## config.mk

```make
export PLATFORM = sky130hd
export DESIGN_NAME = mem_arbiter
export DESIGN_NICKNAME = d
export VERILOG_FILES = /design/src/rtl/mem_arb_pkg.sv /design/src/rtl/arb_age_counter.sv /design/src/rtl/mem_arbiter.sv
export SDC_FILE = /design/constraint.sdc
export NUM_CORES = 1
export LEC_CHECK = 0
export ABC_AREA = 1
export BUFFER_PORTS_ARGS = -buffer_cell sky130_fd_sc_hd__buf_2
export CAP_MARGIN = 20
export CORE_UTILIZATION = 42
export CTS_CLUSTER_SIZE = 40
export DETAILED_ROUTE_END_ITERATION = 12
export HOLD_SLACK_MARGIN = 0.1
export PLACE_DENSITY = 0.77
export SETUP_SLACK_MARGIN = 0.05
export SLEW_MARGIN = 40
export SYNTH_ARGS = -nofsm -noshare
export SYNTH_HDL_FRONTEND = slang
export SYNTH_HIERARCHICAL = 1
export SYNTH_SLANG_ARGS = --single-unit
```

## constraint.sdc

```tcl
create_clock -name clk -period 4.9 [get_ports clk]
set_clock_uncertainty 0.15 [all_clocks]
set_input_delay 0.98 -clock clk [delete_from_list [all_inputs] [get_ports clk]]
set_output_delay 0.98 -clock clk [all_outputs]
set_load 0.05 [all_outputs]
```

## src/rtl/mem_arb_pkg.sv

```systemverilog
// Shared types and defaults for the instruction/data memory arbiter.
package mem_arb_pkg;

    typedef enum logic [1:0] {
        IDLE  = 2'd0,
        GNT_I = 2'd1,
        GNT_D = 2'd2
    } arb_state_e;

    localparam int unsigned STARVE_LIMIT_DEFAULT = 4;

    function automatic int unsigned cnt_width(input int unsigned limit);
        return (limit < 1) ? 1 : $clog2(limit + 1);
    endfunction

endpackage

```

## src/rtl/arb_age_counter.sv

```systemverilog
// Saturating count of consecutive data grants issued while a fetch is waiting.
module arb_age_counter
    import mem_arb_pkg::*;
#(
    parameter int unsigned LIMIT = STARVE_LIMIT_DEFAULT
) (
    input  logic clk,
    input  logic rst,
    input  logic inc,
    input  logic clr,
    output logic at_limit
);

    localparam int unsigned W = cnt_width(LIMIT);
    localparam logic [W-1:0] LIMIT_V = W'(LIMIT);

    logic [W-1:0] count_q, count_d;

    always_comb begin
        count_d = count_q;
        if (clr) begin
            count_d = '0;
        end else if (inc && count_q != LIMIT_V) begin
            count_d = count_q + 1'b1;
        end
    end

    always_ff @(posedge clk or posedge rst) begin
        if (rst) begin
            count_q <= '0;
        end else begin
            count_q <= count_d;
        end
    end

    assign at_limit = (count_q == LIMIT_V);

endmodule

```

## src/rtl/mem_arbiter.sv

```systemverilog
// Arbitrates one shared memory port between instruction fetch and data accesses.
// Define MEM_ARB_STARVE_EN to force a fetch grant after STARVE_LIMIT consecutive data grants.
module mem_arbiter
    import mem_arb_pkg::*;
#(
    parameter int unsigned STARVE_LIMIT = STARVE_LIMIT_DEFAULT
) (
    input  logic        clk,
    input  logic        rst,
    input  logic        if_req,
    input  logic [31:0] if_addr,
    output logic [31:0] if_rdata,
    output logic        if_ack,
    input  logic        d_ren,
    input  logic        d_wen,
    input  logic [31:0] d_addr,
    input  logic [31:0] d_wdata,
    output logic [31:0] d_rdata,
    output logic        d_ack,
    output logic        m_req,
    output logic        m_we,
    output logic [31:0] m_addr,
    output logic [31:0] m_wdata,
    input  logic [31:0] m_rdata,
    input  logic        m_ack,
    output logic        if_stall,
    output logic        mem_stall
);

    arb_state_e  state_q, state_d;
    logic        m_req_q, m_req_d;
    logic        m_we_q, m_we_d;
    logic [31:0] m_addr_q, m_addr_d;
    logic [31:0] m_wdata_q, m_wdata_d;
    logic        if_ack_q, if_ack_d;
    logic        d_ack_q, d_ack_d;
    logic [31:0] if_rdata_q, if_rdata_d;
    logic [31:0] d_rdata_q, d_rdata_d;

    logic d_any;
    logic idle_arb;
    logic pick_i, pick_d;

    assign d_any = d_ren | d_wen;
    // Requesters still hold their request during the ack cycle; arbitrating then would re-serve it.
    assign idle_arb = (state_q == IDLE) && !(if_ack_q || d_ack_q);

`ifdef MEM_ARB_STARVE_EN
    logic starved;

    arb_age_counter #(
        .LIMIT(STARVE_LIMIT)
    ) u_age (
        .clk      (clk),
        .rst      (rst),
        .inc      (pick_d & if_req),
        .clr      (pick_i | ~if_req),
        .at_limit (starved)
    );

    assign pick_i = idle_arb & if_req & (~d_any | starved);
    assign pick_d = idle_arb & d_any & ~pick_i;
`else
    assign pick_d = idle_arb & d_any;
    assign pick_i = idle_arb & if_req & ~d_any;
`endif

    always_comb begin
        state_d    = state_q;
        m_req_d    = m_req_q;
        m_we_d     = m_we_q;
        m_addr_d   = m_addr_q;
        m_wdata_d  = m_wdata_q;
        if_ack_d   = 1'b0;
        d_ack_d    = 1'b0;
        if_rdata_d = if_rdata_q;
        d_rdata_d  = d_rdata_q;
        unique case (state_q)
            IDLE: begin
                if (pick_d) begin
                    state_d   = GNT_D;
                    m_addr_d  = d_addr;
                    m_wdata_d = d_wdata;
                    m_we_d    = d_wen;
                end else if (pick_i) begin
                    state_d   = GNT_I;
                    m_addr_d  = if_addr;
                    m_wdata_d = '0;
                    m_we_d    = 1'b0;
                end
            end
            GNT_I, GNT_D: begin
                // m_req rises one cycle after the grant; m_ack only counts once it is up.
                if (!m_req_q) begin
                    m_req_d = 1'b1;
                end else if (m_ack) begin
                    m_req_d = 1'b0;
                    state_d = IDLE;
                    if (state_q == GNT_D) begin
                        d_ack_d   = 1'b1;
                        d_rdata_d = m_rdata;
                    end else begin
                        if_ack_d   = 1'b1;
                        if_rdata_d = m_rdata;
                    end
                end
            end
            default: state_d = IDLE;
        endcase
    end

    always_ff @(posedge clk or posedge rst) begin
        if (rst) begin
            state_q    <= IDLE;
            m_req_q    <= 1'b0;
            m_we_q     <= 1'b0;
            m_addr_q   <= '0;
            m_wdata_q  <= '0;
            if_ack_q   <= 1'b0;
            d_ack_q    <= 1'b0;
            if_rdata_q <= '0;
            d_rdata_q  <= '0;
        end else begin
            state_q    <= state_d;
            m_req_q    <= m_req_d;
            m_we_q     <= m_we_d;
            m_addr_q   <= m_addr_d;
            m_wdata_q  <= m_wdata_d;
            if_ack_q   <= if_ack_d;
            d_ack_q    <= d_ack_d;
            if_rdata_q <= if_rdata_d;
            d_rdata_q  <= d_rdata_d;
        end
    end

    starve_limit_nonzero: assert property (@(posedge clk) disable iff (rst) STARVE_LIMIT > 0);

    assign m_req     = m_req_q;
    assign m_we      = m_we_q;
    assign m_addr    = m_addr_q;
    assign m_wdata   = m_wdata_q;
    assign if_ack    = if_ack_q;
    assign d_ack     = d_ack_q;
    assign if_rdata  = if_rdata_q;
    assign d_rdata   = d_rdata_q;
    assign if_stall  = if_req & ~if_ack_q;
    assign mem_stall = d_any & ~d_ack_q;

endmodule

```

---- Yosys cells after proc, flatten, opt, wreduce, memory -nomap -nowiden ----
Index checks and enable logic that the tools add are counted.
operators by class
  eq/ne operators ......................... 5
  mux-type cells .......................... 21
  bitwise logic cells ..................... 10
  reductions and logical operators ........ 10
operators with widths
  kind                  count
  $mux W32              4
  $mux W1               12
  $mux W2               4
  $reduce_and A4 Y1     2
  $and A1 B1 Y1         5
  $ne A2 B2 Y1 const B  2
  $not A1 Y1            4
  $pmux W2 S2           1
  $ne A3 B3 Y1 const B  1
  $reduce_and A3 Y1     1
  $eq A2 B1 Y1 const B  1
  $eq A2 B2 Y1 const B  1
  $logic_not A2 Y1      1
  $reduce_and A2 Y1     1
  $reduce_bool A2 Y1    1
  $reduce_or A2 Y1      1
  $logic_and A1 B1 Y1   1
  $logic_not A1 Y1      1
  $logic_or A1 B1 Y1    1
  $or A1 B1 Y1          1
storage, ports and cells
  register bits ........................... 134
  input port bits ......................... 134
  output and inout bits ................... 134
  logic and storage cells ................. 55

---- Depth between registers and ports, before layout ----
  depth in word-level cells ............... 8
  gate-level depth with buffers ........... 10
  gate-level depth less buffers ........... 9

---- Worst setup path before layout ----
No wires, ideal clock.
  path kind ............................... in2out
  from .................................... input d_wen
  to ...................................... output mem_stall
  data arrival time ....................... 1.828 ns
  required time ........................... 3.770 ns
  setup slack ............................. 1.942 ns
  cell stages on the path ................. 3
  buffers on the path ..................... 1
  cells stage by stage .................... nor2_4 buf_2 nor2_1
between the ends
  word-level cells in the longest chain between the ends .. 2
ends and longest elaborated chain
  element        line                RTL
  from (decl)    mem_arbiter.sv:15   input logic d_wen,
  $or A1 B1 Y1   mem_arbiter.sv:44   assign d_any = d_ren | d_wen;
  $and A1 B1 Y1  mem_arbiter.sv:147  assign mem_stall = d_any & ~d_ack_q;
  to (decl)      mem_arbiter.sv:27   output logic mem_stall
Every way passes these cells.

---- Worst setup path in the final report ----
Ends and elaborated chain as after synthesis.

==> impl_summary.log <==
[metrics] outcome: complete, no violations
[metrics] area overhead of the layout relative to synthesis: 37.8%
[metrics] total iterations of the first detailed-routing run: 4
[metrics] Mapped Avg Cell Area: 8.17 sq um
[metrics] number of antenna violations at the first check in global routing: 1
[metrics] grt total ovfl: 0
[metrics] Critical Path RT: 3.77 ns
[metrics] Leakage: 0.00464 uW
[metrics] via count of the first global-routing pass: 4780
[metrics] Distinct cells, synth: 18
[metrics] synth warn: 6
[metrics] DIE AREA: 13800 sq um
[metrics] Worst Setup SP: d_wen
[metrics] Final Util: 0.602
[metrics] start of the worst register-to-register path: state_q[0]
[metrics] total negative slack for setup checks: 0 ns
[metrics] deepest clock path buffer count: 2
[metrics] number of hold-repair buffers added at the cts stage: 0
[metrics] placement row count: 41
[metrics] number of sinks on the clock net: 134
[metrics] core area: 12800 sq um
[metrics] Power Density: 870 nW/um^2
[metrics] Total Routed Length: 14400 microns
[metrics] arrival time of data at the critical path endpoint: 1.67 ns
[metrics] Max IR drop VDD: 0.000499 V
[metrics] sequential fraction of the synthesis area: 0.598
[metrics] post-layout minimum cycle time: 2.80 ns
[metrics] cell area after synthesis: 5610 sq um
[metrics] Non-Filler Cell Area, Final: 7720 sq um
[metrics] Slew Limit Fails: 0
[metrics] critical path class: in -> out
[metrics] wire length of the first global-routing pass: 23100 microns
[metrics] maximum fanout along the worst path: 9
[metrics] effective utilization at floorplan: 0.437
[metrics] end point of the critical path: mem_stall
[metrics] IO Pins: 268
[metrics] Overall Power: 6720 uW
[metrics] final estimated routing congestion in global placement: 0.863
[metrics] flop2flop setup slack: 2.70 ns
[metrics] post-detailed-placement cell area: 7070 sq um
[metrics] horizontal die dimension: 118 microns
[metrics] DIE HEIGHT: 118 microns
[metrics] via/cell ratio: 4.51
[metrics] number of gates resized after CTS: 0
[metrics] setup repair after global routing missed its margin: no
[metrics] number of port buffers: 267
[metrics] R2R cell count: 10
[metrics] final worst path period share: 0.572
[metrics] max-capacitance violation count: 0
[metrics] CP endpoint kind: primary output
[metrics] maximum number of pins on one net before global-route repair: 110
[metrics] placed wire-length estimate after detailed placement: 10200 microns
[metrics] Clock Tree Root: sky130_fd_sc_hd__clkbuf_16
[metrics] GRT Util Overall: 0.212
[metrics] Final ANT Viol Nets: 0
[metrics] postcts setup bufs: 0
[metrics] net count of the finished layout: 1084
[metrics] Setup violations, final: 0
[metrics] register bit count reported by yosys: 134
[metrics] proportion of layout cells with a drive suffix above 1: 0.326
[metrics] Critical R2R Capture: state_q[1]
[metrics] TritonCTS clock tree: done
[metrics] Clock Pin Slew Worst Setup and Hold Paths: 0.05 ns
[metrics] Hold Vio Cnt, Final: 0
[metrics] number of remaining DRC errors: 0
[metrics] maximum clock rate: 357 MHz
[metrics] per-cell routed wire length: 12.7 microns
[metrics] number of vias in the routed layout: 5109
[metrics] instance count of the mapped netlist: 686
[metrics] worst slew pin tran: 0.731 ns
[metrics] TritonCTS Buffers: 17
[metrics] H-tree levels: 4
[metrics] min-delay worst type: reg -> reg
[metrics] iteration-0 DRC count of the detailed router: 287
[metrics] clock network latency to the later pin of the worst-skew pair: 0.41 ns
[metrics] Max transition margin: 0.513
[metrics] Startpoint Class: primary input
[metrics] Post-Syn Nets: 823
[final cells by class]
class                   instances  area (sq um)
flip-flops and latches        134          3350
repair buffers                274          1430
clock buffers                  18           439
clock inverters                14           183
multi-input cells             446          1820
inverters                      74           285
fillers                      1165          5100
diodes                          1          2.50
well taps                     172           215
[synthesized netlist by cell type (all sizes together)]
cell type / count / area share
nand2: 303 / 0.20
dfrtp: 134 / 0.60
inv: 74 / 0.050
nor2: 69 / 0.048
o21ai: 65 / 0.058
buf: 23 / 0.024
clkbuf: 9 / 0.0060
ha: 3 / 0.0067
nand3: 3 / 0.0027
a21boi: 1 / 0.0013
nand4: 1 / 0.0011
nor3b: 1 / 0.0013
[layout by cell type (no fill, tap or decap), types with 2 or more instances in the layout]
cell type and instances:
sky130_fd_sc_hd__nand3_1 2, sky130_fd_sc_hd__buf_4 4, sky130_fd_sc_hd__buf_2 267, sky130_fd_sc_hd__nand2_1 302, sky130_fd_sc_hd__clkinv_2 6, sky130_fd_sc_hd__inv_1 71, sky130_fd_sc_hd__ha_1 3, sky130_fd_sc_hd__inv_2 2
sky130_fd_sc_hd__clkbuf_16 17, sky130_fd_sc_hd__bufinv_16 4, sky130_fd_sc_hd__dfrtp_1 134, sky130_fd_sc_hd__clkinvlp_4 2, sky130_fd_sc_hd__clkinv_4 2, sky130_fd_sc_hd__o21ai_0 65, sky130_fd_sc_hd__nor2_1 67
[flip-flops by register name, indices dropped and copies added (netlist names)]
register	count
d_rdata	32
if_rdata	32
m_addr	32
m_wdata	32
state_q	2
d_ack	1
if_ack	1
m_req	1
m_we	1
[cell families after synthesis]
| group | synth area share |
|---|---|
| AO/OA/AOI/OAI | 0.0594 |
| adder cells (fa/ha/maj) | 0.00670 |
| buffers and inverters | 0.0792 |
| flip-flops | 0.598 |
| AND/OR/NAND/NOR | 0.256 |
[power breakdown]
group          internal [uW]  switching [uW]  total (uW)
logic                    746            2760        3500
clock network            860             464        1320
registers               1620             274        1900
[metal layers]
layer | track usage | part of all wire | up-vias
met3 | 0.0625 | 0.079 | 28
met4 | 0.101 | 0.024 | 0
met2 | 0.339 | 0.47 | 230
met1 | 0.263 | 0.43 | 2269
met5 | 0 | 0 | -
li1 | - | - | 2582
[worst min-delay path by stage]
stage	start	end	slack, ns	depth (start not counted)
2_1_floorplan	state_q[0]	state_q[0]	0.29	2
3_3_place_gp	m_we	m_we	0.31	2
3_5_place_dp	m_we	m_we	0.31	2
4_1_cts	m_we	m_we	0.33	2
5_1_grt	m_addr[20]	m_addr[20]	0.34	2
6_report	m_wdata[18]	m_wdata[18]	0.32	2
[through the flow]
| stage | hold slack (ns) | instances | setup WS [ns] |
|---|---|---|---|
| after global routing | 0.344 | 1133 | 2.06 |
| after detailed placement | 0.310 | 1099 | 1.66 |
| after CTS | 0.326 | 1131 | 1.71 |
| final | 0.320 | 1133 | 2.10 |
| after floorplan | 0.292 | 686 | 0.187 |
| after global placement | 0.305 | 1097 | 1.71 |
[critical path, stage by stage]
cell	delay, ns
sky130_fd_sc_hd__buf_2	0.12
sky130_fd_sc_hd__nor2_4	0.28
sky130_fd_sc_hd__nor2_1	0.06
sky130_fd_sc_hd__buf_2	0.22
(Power assumes the default switching activity.)
